### src/rtl/mul_seq_unit_if.sv
// Request/response bundle between the multicycle controller and mul_seq_unit.
// The controller side uses the master modport; the multiplier uses slave.
interface mul_seq_unit_if #(
    parameter int unsigned WIDTH = 32
);
    logic             start;
    logic [2:0]       op;
    logic [WIDTH-1:0] a;
    logic [WIDTH-1:0] b;
    logic             busy;
    logic             done;
    logic [WIDTH-1:0] result_lo;
    logic [WIDTH-1:0] result_hi;
    logic             flag_n;
    logic             flag_z;

    modport master (
        output start, op, a, b,
        input  busy, done, result_lo, result_hi, flag_n, flag_z
    );

    modport slave (
        input  start, op, a, b,
        output busy, done, result_lo, result_hi, flag_n, flag_z
    );
endinterface

### src/rtl/mul_seq_unit.sv
// Iterative radix-2 shift-add multiplier (MUL/UMULL/SMULL) with N/Z flags.
// Define MUL_SEQ_EARLY_TERM_EN to leave CALC once the remaining multiplier bits are zero.
module mul_seq_unit #(
    parameter int unsigned WIDTH = 32
) (
    input logic             clk,
    input logic             reset,
    mul_seq_unit_if.slave   bus
);
    localparam int unsigned CntW = $clog2(WIDTH);
    localparam logic [CntW-1:0] CntFirst = CntW'(WIDTH - 1);
    localparam logic [CntW-1:0] CntOne   = CntW'(1);
    localparam logic [2:0] OpMul   = 3'b100;
    localparam logic [2:0] OpUmull = 3'b101;
    localparam logic [2:0] OpSmull = 3'b110;

    typedef enum logic [1:0] {StIdle, StCalc, StFix, StDone} state_e;

    state_e               state_q, state_d;
    logic [2*WIDTH-1:0]   acc_q, acc_d;
    logic [WIDTH-1:0]     mcand_q, mcand_d;
    logic [CntW-1:0]      cnt_q, cnt_d;
    logic                 neg_q, neg_d;
    logic [2:0]           op_q, op_d;
    logic                 busy_q, busy_d;
    logic                 done_q, done_d;
    logic [WIDTH-1:0]     res_lo_q, res_lo_d;
    logic [WIDTH-1:0]     res_hi_q, res_hi_d;
    logic                 flag_n_q, flag_n_d;
    logic                 flag_z_q, flag_z_d;

    logic                 op_valid;
    logic                 start_ok;
    logic [WIDTH-1:0]     a_abs;
    logic [WIDTH-1:0]     b_abs;
    logic [WIDTH:0]       sum;
    logic [2*WIDTH-1:0]   step;
    logic [2*WIDTH-1:0]   prod;
    logic                 calc_last;

    assign op_valid = (bus.op == OpMul) || (bus.op == OpUmull) || (bus.op == OpSmull);
    assign start_ok = bus.start && op_valid;
    assign a_abs    = bus.a[WIDTH-1] ? -bus.a : bus.a;
    assign b_abs    = bus.b[WIDTH-1] ? -bus.b : bus.b;

    // Keep the carry so the upper half never overflows before the shift.
    assign sum  = {1'b0, acc_q[2*WIDTH-1:WIDTH]} + (acc_q[0] ? {1'b0, mcand_q} : '0);
    assign step = {sum, acc_q[WIDTH-1:1]};

`ifdef MUL_SEQ_EARLY_TERM_EN
    logic [WIDTH-1:0] rest_mask;
    logic             rest_zero;

    // Multiplier bits still unprocessed after this step sit in acc_q[cnt_q:1].
    assign rest_mask = ~({WIDTH{1'b1}} << cnt_q);
    assign rest_zero = ((acc_q[WIDTH-1:0] >> 1) & rest_mask) == '0;
    assign calc_last = (cnt_q == '0) || rest_zero;
`else
    assign calc_last = (cnt_q == '0);
`endif

    // State register
    always_ff @(posedge clk or negedge reset) begin
        if (!reset) begin
            state_q <= StIdle;
        end else begin
            state_q <= state_d;
        end
    end

    // Next-state logic
    always_comb begin
        state_d = state_q;
        unique case (state_q)
            StIdle:  if (start_ok) state_d = StCalc;
            StCalc:  if (calc_last) state_d = StFix;
            StFix:   state_d = StDone;
            StDone:  state_d = StIdle;
            default: state_d = StIdle;
        endcase
    end

    // Datapath and registered-output next values
    always_comb begin
        acc_d    = acc_q;
        mcand_d  = mcand_q;
        cnt_d    = cnt_q;
        neg_d    = neg_q;
        op_d     = op_q;
        busy_d   = busy_q;
        done_d   = 1'b0;
        res_lo_d = res_lo_q;
        res_hi_d = res_hi_q;
        flag_n_d = flag_n_q;
        flag_z_d = flag_z_q;
        prod     = acc_q;
        unique case (state_q)
            StIdle: begin
                if (start_ok) begin
                    op_d   = bus.op;
                    cnt_d  = CntFirst;
                    busy_d = 1'b1;
                    if (bus.op == OpSmull) begin
                        mcand_d = a_abs;
                        acc_d   = {{WIDTH{1'b0}}, b_abs};
                        neg_d   = bus.a[WIDTH-1] ^ bus.b[WIDTH-1];
                    end else begin
                        mcand_d = bus.a;
                        acc_d   = {{WIDTH{1'b0}}, bus.b};
                        neg_d   = 1'b0;
                    end
                end
            end
            StCalc: begin
                acc_d = step;
`ifdef MUL_SEQ_EARLY_TERM_EN
                if (rest_zero) acc_d = step >> cnt_q;
`endif
                cnt_d = cnt_q - CntOne;
            end
            StFix: begin
                prod = neg_q ? -acc_q : acc_q;
                if (op_q == OpMul) prod[2*WIDTH-1:WIDTH] = '0;
                acc_d  = prod;
                busy_d = 1'b0;
            end
            StDone: begin
                done_d   = 1'b1;
                res_lo_d = acc_q[WIDTH-1:0];
                res_hi_d = acc_q[2*WIDTH-1:WIDTH];
                if (op_q == OpMul) begin
                    flag_n_d = acc_q[WIDTH-1];
                    flag_z_d = (acc_q[WIDTH-1:0] == '0);
                end else begin
                    flag_n_d = acc_q[2*WIDTH-1];
                    flag_z_d = (acc_q == '0);
                end
            end
            default: ;
        endcase
    end

    always_ff @(posedge clk or negedge reset) begin
        if (!reset) begin
            acc_q    <= '0;
            mcand_q  <= '0;
            cnt_q    <= '0;
            neg_q    <= 1'b0;
            op_q     <= '0;
            busy_q   <= 1'b0;
            done_q   <= 1'b0;
            res_lo_q <= '0;
            res_hi_q <= '0;
            flag_n_q <= 1'b0;
            flag_z_q <= 1'b0;
        end else begin
            acc_q    <= acc_d;
            mcand_q  <= mcand_d;
            cnt_q    <= cnt_d;
            neg_q    <= neg_d;
            op_q     <= op_d;
            busy_q   <= busy_d;
            done_q   <= done_d;
            res_lo_q <= res_lo_d;
            res_hi_q <= res_hi_d;
            flag_n_q <= flag_n_d;
            flag_z_q <= flag_z_d;
        end
    end

    assign bus.busy      = busy_q;
    assign bus.done      = done_q;
    assign bus.result_lo = res_lo_q;
    assign bus.result_hi = res_hi_q;
    assign bus.flag_n    = flag_n_q;
    assign bus.flag_z    = flag_z_q;
endmodule
### src/flat_wrapper.sv
// flat-port wrapper written by rule: the top's interface ports become plain ports
module mul_seq_unit_flat 
#(
    parameter int unsigned WIDTH = 32
)
  (clk, reset, bus_start, bus_op, bus_a, bus_b, bus_busy, bus_done, bus_result_lo, bus_result_hi, bus_flag_n, bus_flag_z);
  mul_seq_unit_if #(.WIDTH(WIDTH)) bus_i ();
  input logic clk;
  input logic reset;
  input wire logic [$bits(bus_i.start)-1:0] bus_start;
  input wire logic [$bits(bus_i.op)-1:0] bus_op;
  input wire logic [$bits(bus_i.a)-1:0] bus_a;
  input wire logic [$bits(bus_i.b)-1:0] bus_b;
  output wire logic [$bits(bus_i.busy)-1:0] bus_busy;
  output wire logic [$bits(bus_i.done)-1:0] bus_done;
  output wire logic [$bits(bus_i.result_lo)-1:0] bus_result_lo;
  output wire logic [$bits(bus_i.result_hi)-1:0] bus_result_hi;
  output wire logic [$bits(bus_i.flag_n)-1:0] bus_flag_n;
  output wire logic [$bits(bus_i.flag_z)-1:0] bus_flag_z;
  assign bus_i.start = bus_start;
  assign bus_i.op = bus_op;
  assign bus_i.a = bus_a;
  assign bus_i.b = bus_b;
  assign bus_busy = bus_i.busy;
  assign bus_done = bus_i.done;
  assign bus_result_lo = bus_i.result_lo;
  assign bus_result_hi = bus_i.result_hi;
  assign bus_flag_n = bus_i.flag_n;
  assign bus_flag_z = bus_i.flag_z;
  mul_seq_unit #(.WIDTH(WIDTH)) u_core (.clk(clk), .reset(reset), .bus(bus_i));
endmodule
### config.mk
export PLATFORM = sky130hd
export DESIGN_NAME = mul_seq_unit_flat
export DESIGN_NICKNAME = d
export VERILOG_FILES = /design/src/rtl/mul_seq_unit_if.sv /design/src/rtl/mul_seq_unit.sv /design/src/flat_wrapper.sv
export SDC_FILE = /design/constraint.sdc
export NUM_CORES = 1
export LEC_CHECK = 0
export ABC_AREA = 1
export CORE_MARGIN = 2
export CORE_UTILIZATION = 53
export CTS_CLUSTER_DIAMETER = 30
export CTS_CLUSTER_SIZE = 10
export DETAILED_ROUTE_END_ITERATION = 10
export PLACE_DENSITY = 0.79
export SKIP_CTS_REPAIR_TIMING = 1
export SYNTH_ARGS = -nofsm -noshare
export SYNTH_HDL_FRONTEND = slang
export SYNTH_SLANG_ARGS = --single-unit
### constraint.sdc
create_clock -name clk -period 2.3 [get_ports clk]
set_input_delay 0.46 -clock clk [delete_from_list [all_inputs] [get_ports clk]]
set_output_delay 0.46 -clock clk [all_outputs]
set_load 0.005 [all_outputs]
==> reports/metrics.cfg, run 1 <==
[status]
outcome=complete, but fails checks
failed_checks=setup timing

[setup_path]
r2r-start=u_core.acc_q[0]$_DFFE_PN0P_
endpoint_kind=register
worstPathMaxFanout=7
crit_path_start=u_core.acc_q[0]$_DFFE_PN0P_
cp_data_arrival_time_ns=2.83
path_class=register to register
worstPathRequired_ns=2.69
startpoint_type=register

[routing]
via_per_inst=5.70
firstDrtPassIters=7
route.vias.total=16163
drtAntennaViolNets=0
post_drt_wl_per_cell_um=18.5
drt_iter0_markers=2188
finalWirelength_um=52500
drc=0

[timing]
period_minus_slack_ns=2.44
fin_ws_ns=-0.137
slew_violations=0
setup_tns_ns=-0.693
rsz0062_at_grt=yes
worst_pin_slew_ns=0.569
setup_violations=15
hold_viol_final=0
fmax_mhz=410
whs_ns=0.467
maxSlewHeadroom=0.621
fin_worst_skew_ns=0.0157
fin_crit_sh=1.06

[yosys]
synthArstFlopShare=1.00
synth_fp_nets=2377
synth_area_mm2=0.0141
synthFlopType=dfrtp_1
synth_area_leaders=dfrtp_1 (31%), nand2_1 (21%), nand3_1 (7.6%)
synthCells=2265
ys_seq_area_frac=0.312
synth_top_area_cell=dfrtp_1
yosysWarnings=0
syn_avg_cell_area_um2=6.20
yosysTopAreaCellShare=0.312
synth_cell_types=49
ys_ff_latch=175
synth_edf_count=0

[global_routing]
track_usage=0.344
antenna_found_initial=1
overflow=0
grt_pass1_wl_um=75800
grt_pass1_vias=14126
grt_max_degree=132

[clock_network]
clockBufferDepth=2
clk_latency_ns=0.45
cts_root_buf=clkbuf_16
clk_pin_slew_worst_paths_ns=0.08
cts_tree=done
cts-buffers-inserted=17
htreeDepth=4
clock-sinks=175

[worst_hold_path]
worstHoldStart=u_core.op_q[2]$_DFFE_PN0P_
hp-class=register to register

[layout]
nFillCells=2207
mostFrequentLayoutCell=nand2_1
final_cell_mix=nand2_1 (707), inv_1 (254), nand3_1 (194), nor2_1 (189), dfrtp_1 (174)
fin_nets=2601
area_delta_synth_final_pct=30.2
final_layout_size_suffix_gt1_frac=0.185
multiInputGateArea_mm2=0.00922
seq_area_mm2=0.00438

[place]
finalWeightedCongestion=0.983
hpwlAfterDp_um=38400
io_buffers=137

[pwr]
power_leakage_nw=9.08
ir_drop_uv=950
powerDensity_mw_per_mm2=1290
fin_total_pwr_w=0.0237

[floorplan]
row_count=59
ios=138
initial_core_util=0.539
core_area_mm2=0.0261
die_w_um=167
die_h_um=167
dieArea_mm2=0.0278

[run]
maxCapViolations=0

-- layer usage --
metal	vias up	share of wire	track usage
li1	7662	-	-
met1	7407	0.43	0.526
met2	958	0.42	0.493
met3	136	0.11	0.0575
met4	0	0.040	0.115
met5	-	0	0
-- worst max-delay path, stage by stage, from the launching register on --
cell and delay, ns:
dfrtp_2 0.52, buf_6 0.19, nand2_1 0.05, inv_1 0.04
ha_1 0.34, nand2_1 0.17, inv_1 0.07, nand2_1 0.08
nand2_1 0.08, inv_1 0.08, nand2_1 0.11, a21oi_2 0.18
nand2_1 0.09, nand2_1 0.09, nand3_2 0.09, nand2_1 0.08
nand2_1 0.05, nand2_1 0.05
-- synthesized netlist by cell type, types with 7 or more instances --
| cell | count |
|---|---|
| clkbuf_1 | 39 |
| dfrtp_1 | 175 |
| nor2_1 | 215 |
| o21ai_1 | 54 |
| nand4_1 | 24 |
| nand3_1 | 212 |
| nand2_2 | 13 |
| a21oi_1 | 62 |
| inv_2 | 19 |
| xor2_1 | 17 |
| ha_1 | 41 |
| o31ai_1 | 7 |
| or2_2 | 10 |
| a31oi_1 | 10 |
| nand2_1 | 785 |
| inv_1 | 279 |
| nand3b_1 | 10 |
| nor2_2 | 27 |
| xnor2_1 | 8 |
| nor2_4 | 10 |
| nor3_1 | 27 |
| o21ai_0 | 144 |
| buf_2 | 13 |
-- final cells by class --
cell class | count | share of cell area
Clock inverter | 14 | 0.00773
Clock buffer | 17 | 0.0232
Sequential cell | 175 | 0.239
Multi-Input combinational cell | 1727 | 0.504
Tap cell | 335 | 0.0229
Antenna cell | 1 | 0.000137
Inverter | 301 | 0.0626
Timing Repair Buffer | 267 | 0.140
-- flip-flops by register name (all words and copies together), names as in the netlist --
signal,cells
u_core.op_q,3
u_core.bus.done,1
u_core.mcand_q,32
u_core.bus.flag_n,1
u_core.state_q,2
u_core.bus.flag_z,1
u_core.neg_q,1
u_core.acc_q,64
u_core.cnt_q,5
u_core.bus.result_hi,32
u_core.bus.busy,1
u_core.bus.result_lo,32
-- cell families after synthesis --
group / count (synthesis) / synth area share
simple gates: 1356 / 0.416
buf+inv: 363 / 0.102
compound gates: 304 / 0.117
flops: 175 / 0.312
fa+ha+maj: 42 / 0.0379
xor+xnor: 25 / 0.0156
-- per-stage QoR --
| stage | setup slack [ns] | cells | cell area (um^2) | util |
|---|---|---|---|---|
| 3_3_place_gp | -0.0626 | 2788 | 16500 | 0.635 |
| 2_1_floorplan | 0.0588 | 2265 | 14100 | - |
| 3_5_place_dp | -0.108 | 2788 | 16500 | 0.635 |
| 5_1_grt | -0.201 | 2836 | 18300 | 0.702 |
| 4_1_cts | -0.106 | 2819 | 17100 | 0.657 |
| 6_report | -0.137 | 2837 | 18300 | 0.702 |
-- report_power, final --
group | leakage [nW] | internal [W] | switching, W | total [W]
Sequential | 2.24 | 0.00439 | 0.00149 | 0.00588
Combinational | 6.56 | 0.00550 | 0.00936 | 0.0149
Clock | 0.276 | 0.00144 | 0.00149 | 0.00293
-- final timing paths --
kind	slack, ns	endpoint	cells past startpoint
min in group asynchronous	0.51	u_core.cnt_q[0]$_DFFE_PN0P_	2
worst max-delay path	-0.14	u_core.acc_q[58]$_DFFE_PN0P_	17
worst min-delay path	0.47	u_core.op_q[2]$_DFFE_PN0P_	2
worst max register to register	-0.14	u_core.acc_q[58]$_DFFE_PN0P_	17
worst min register to register	0.47	u_core.op_q[2]$_DFFE_PN0P_	2
max in group asynchronous	1.13	u_core.acc_q[60]$_DFFE_PN0P_	3
Note: power is estimated with default switching activity, not from simulation.
==> run 2, diff against run 1 <==
- SETUP_SLACK_MARGIN: not set -> 0.1
==> run 2 against run 1 <==
Net effect: the flow still finishes with violations (setup timing); final area decreased by 0.58%; sequential power fell by 2%; global-route usage is 0.089 points higher; core utilization down 0.41 points; maximum frequency rose by 2.5%; critical path depth fell by 1; die area unchanged; sequential share of layout area is 0.14 points higher; via count shrank 2.3%; register-to-register slack improved by 0.06 ns; clock power is essentially flat; flip-flop and latch count stayed put.
==> reports/metrics.cfg, run 2 (synthesized netlist as in run 1, its figures left out) <==
[timing]
fin_crit_sh=1.03  ; -0.0262
fin_worst_skew_ns=0.0168  ; +0.00118 ns
rsz0062_at_grt=yes
worst_pin_slew_ns=0.562  ; -0.00755 ns
hold_viol_final=0  ; unchanged
fin_ws_ns=-0.0764  ; +0.0602 ns
whs_ns=0.467  ; +0.000113 ns
period_minus_slack_ns=2.38  ; -0.0602 ns
slew_violations=0  ; unchanged
fmax_mhz=421  ; +2.5%
setup_violations=8  ; -7
setup_tns_ns=-0.312  ; +0.381 ns
maxSlewHeadroom=0.626  ; +0.00503

[floorplan]
dieArea_mm2=0.0278  ; unchanged
row_count=59  ; unchanged
core_area_mm2=0.0261  ; unchanged
initial_core_util=0.539  ; unchanged
die_h_um=167  ; unchanged
ios=138  ; unchanged
die_w_um=167  ; unchanged

[setup_path]
endpoint_kind=register
startpoint_type=register
crit_path_start=u_core.acc_q[0]$_DFFE_PN0P_
worstPathRequired_ns=2.65  ; -0.04 ns
worstPathMaxFanout=10  ; +3
path_class=register to register
r2r-start=u_core.acc_q[0]$_DFFE_PN0P_
cp_data_arrival_time_ns=2.73  ; -0.10 ns

[routing]
drc=0  ; unchanged
finalWirelength_um=50300  ; -4.2%
firstDrtPassIters=7  ; unchanged
route.vias.total=15798  ; -2.3%
drtAntennaViolNets=0  ; unchanged
drt_iter0_markers=1876  ; -14%
post_drt_wl_per_cell_um=17.7  ; -4.1%
via_per_inst=5.58  ; -2.1%

[global_routing]
grt_max_degree=132  ; unchanged
overflow=0  ; unchanged
track_usage=0.345  ; +0.000893
grt_pass1_wl_um=75600  ; -0.33%
grt_pass1_vias=14042  ; -0.59%
antenna_found_initial=0  ; -1

[layout]
final_layout_size_suffix_gt1_frac=0.164  ; -0.0209
stdcell_area_mm2=0.0182  ; -0.58%
largest_register=u_core.acc_q
area_delta_synth_final_pct=29.5
fin_nets=2596  ; -0.19%
final_cell_mix=nand2_1 (742), inv_1 (269), nand3_1 (195), nor2_1 (189), dfrtp_1 (174)
diodes=0  ; -1
mostFrequentLayoutCell=nand2_1
largest_reg_flops=64  ; unchanged

[place]
finalWeightedCongestion=1.00  ; +2.2%
hpwlAfterDp_um=38300  ; -0.25%
dpl_cell_area_mm2=0.0166  ; about the same
io_buffers=137  ; unchanged

[pwr]
powerDensity_mw_per_mm2=1280  ; -0.72%
fin_total_pwr_w=0.0234  ; -1.3%
power_leakage_nw=9.00  ; -0.86%
ir_drop_uv=1350  ; +43%

[clock_network]
clock-sinks=175  ; unchanged
clk_pin_slew_worst_paths_ns=0.08  ; about the same
cts-buffers-inserted=17  ; unchanged
clk_latency_ns=0.46  ; about the same
cts_tree=done
htreeDepth=4  ; unchanged
clockBufferDepth=2  ; unchanged
cts_root_buf=clkbuf_16

[worst_hold_path]
worstHoldStart=u_core.op_q[2]$_DFFE_PN0P_
hp-class=register to register

[status]
outcome=complete, but fails checks
failed_checks=setup timing

[run]
maxCapViolations=0  ; unchanged

## run 2: per-layer routing
metal	routed length (um)	GRT usage	vias to the layer above
met4	1530	0.118	0
met5	0	0	-
met3	5710	0.0796	86
li1	-	-	7646
met2	21100	0.494	787
met1	22000	0.511	7279
## run 2: layout make-up
type                    instances  area [um^2]
well taps                     335          419
repair buffers                262         2530
clock buffers                  18          429
inverters                     301         1140
fillers                      2210         7870
clock inverters                14          150
flip-flops and latches        175         4380
multi-input cells            1727         9150
## run 2: report_power, final
part           total, W  internal [W]  switching [W]
sequential      0.00578       0.00439        0.00139
clock           0.00294       0.00145        0.00149
combinational    0.0146       0.00552        0.00912
total            0.0234        0.0114         0.0120
## run 2: worst paths after layout
kind	endpoint	slack (ns)	cells after the start
worst max-delay path	u_core.acc_q[54]$_DFFE_PN0P_	-0.08	16
worst min-delay path	u_core.op_q[2]$_DFFE_PN0P_	0.47	2
worst max register to register	u_core.acc_q[54]$_DFFE_PN0P_	-0.08	16
worst min register to register	u_core.op_q[2]$_DFFE_PN0P_	0.47	2
max in group asynchronous	u_core.acc_q[48]$_DFFE_PN0P_	1.08	3
min in group asynchronous	u_core.cnt_q[0]$_DFFE_PN0P_	0.50	2
## run 2: stage by stage
stage               setup WS, ns   util  std cells
detailed placement       -0.0646  0.636       2786
floorplan                  0.101      -       2265
global route              -0.246  0.698       2832
global placement         -0.0311  0.636       2786
finish                   -0.0764  0.698       2832
CTS                      -0.0626  0.658       2818
## run 2: worst max-delay path, stage by stage (launching register included)
cell	delay, ns
dfrtp_2	0.47
clkbuf_16	0.18
nand2_1	0.08
inv_1	0.08
ha_4	0.30
nand2_1	0.08
buf_4	0.15
nor3_2	0.18
nand2_1	0.13
nand2_2	0.14
nand2_1	0.08
nand2_1	0.06
nand2_1	0.06
nand3_2	0.09
nand2_1	0.06
nand2_1	0.05
nand2_1	0.05
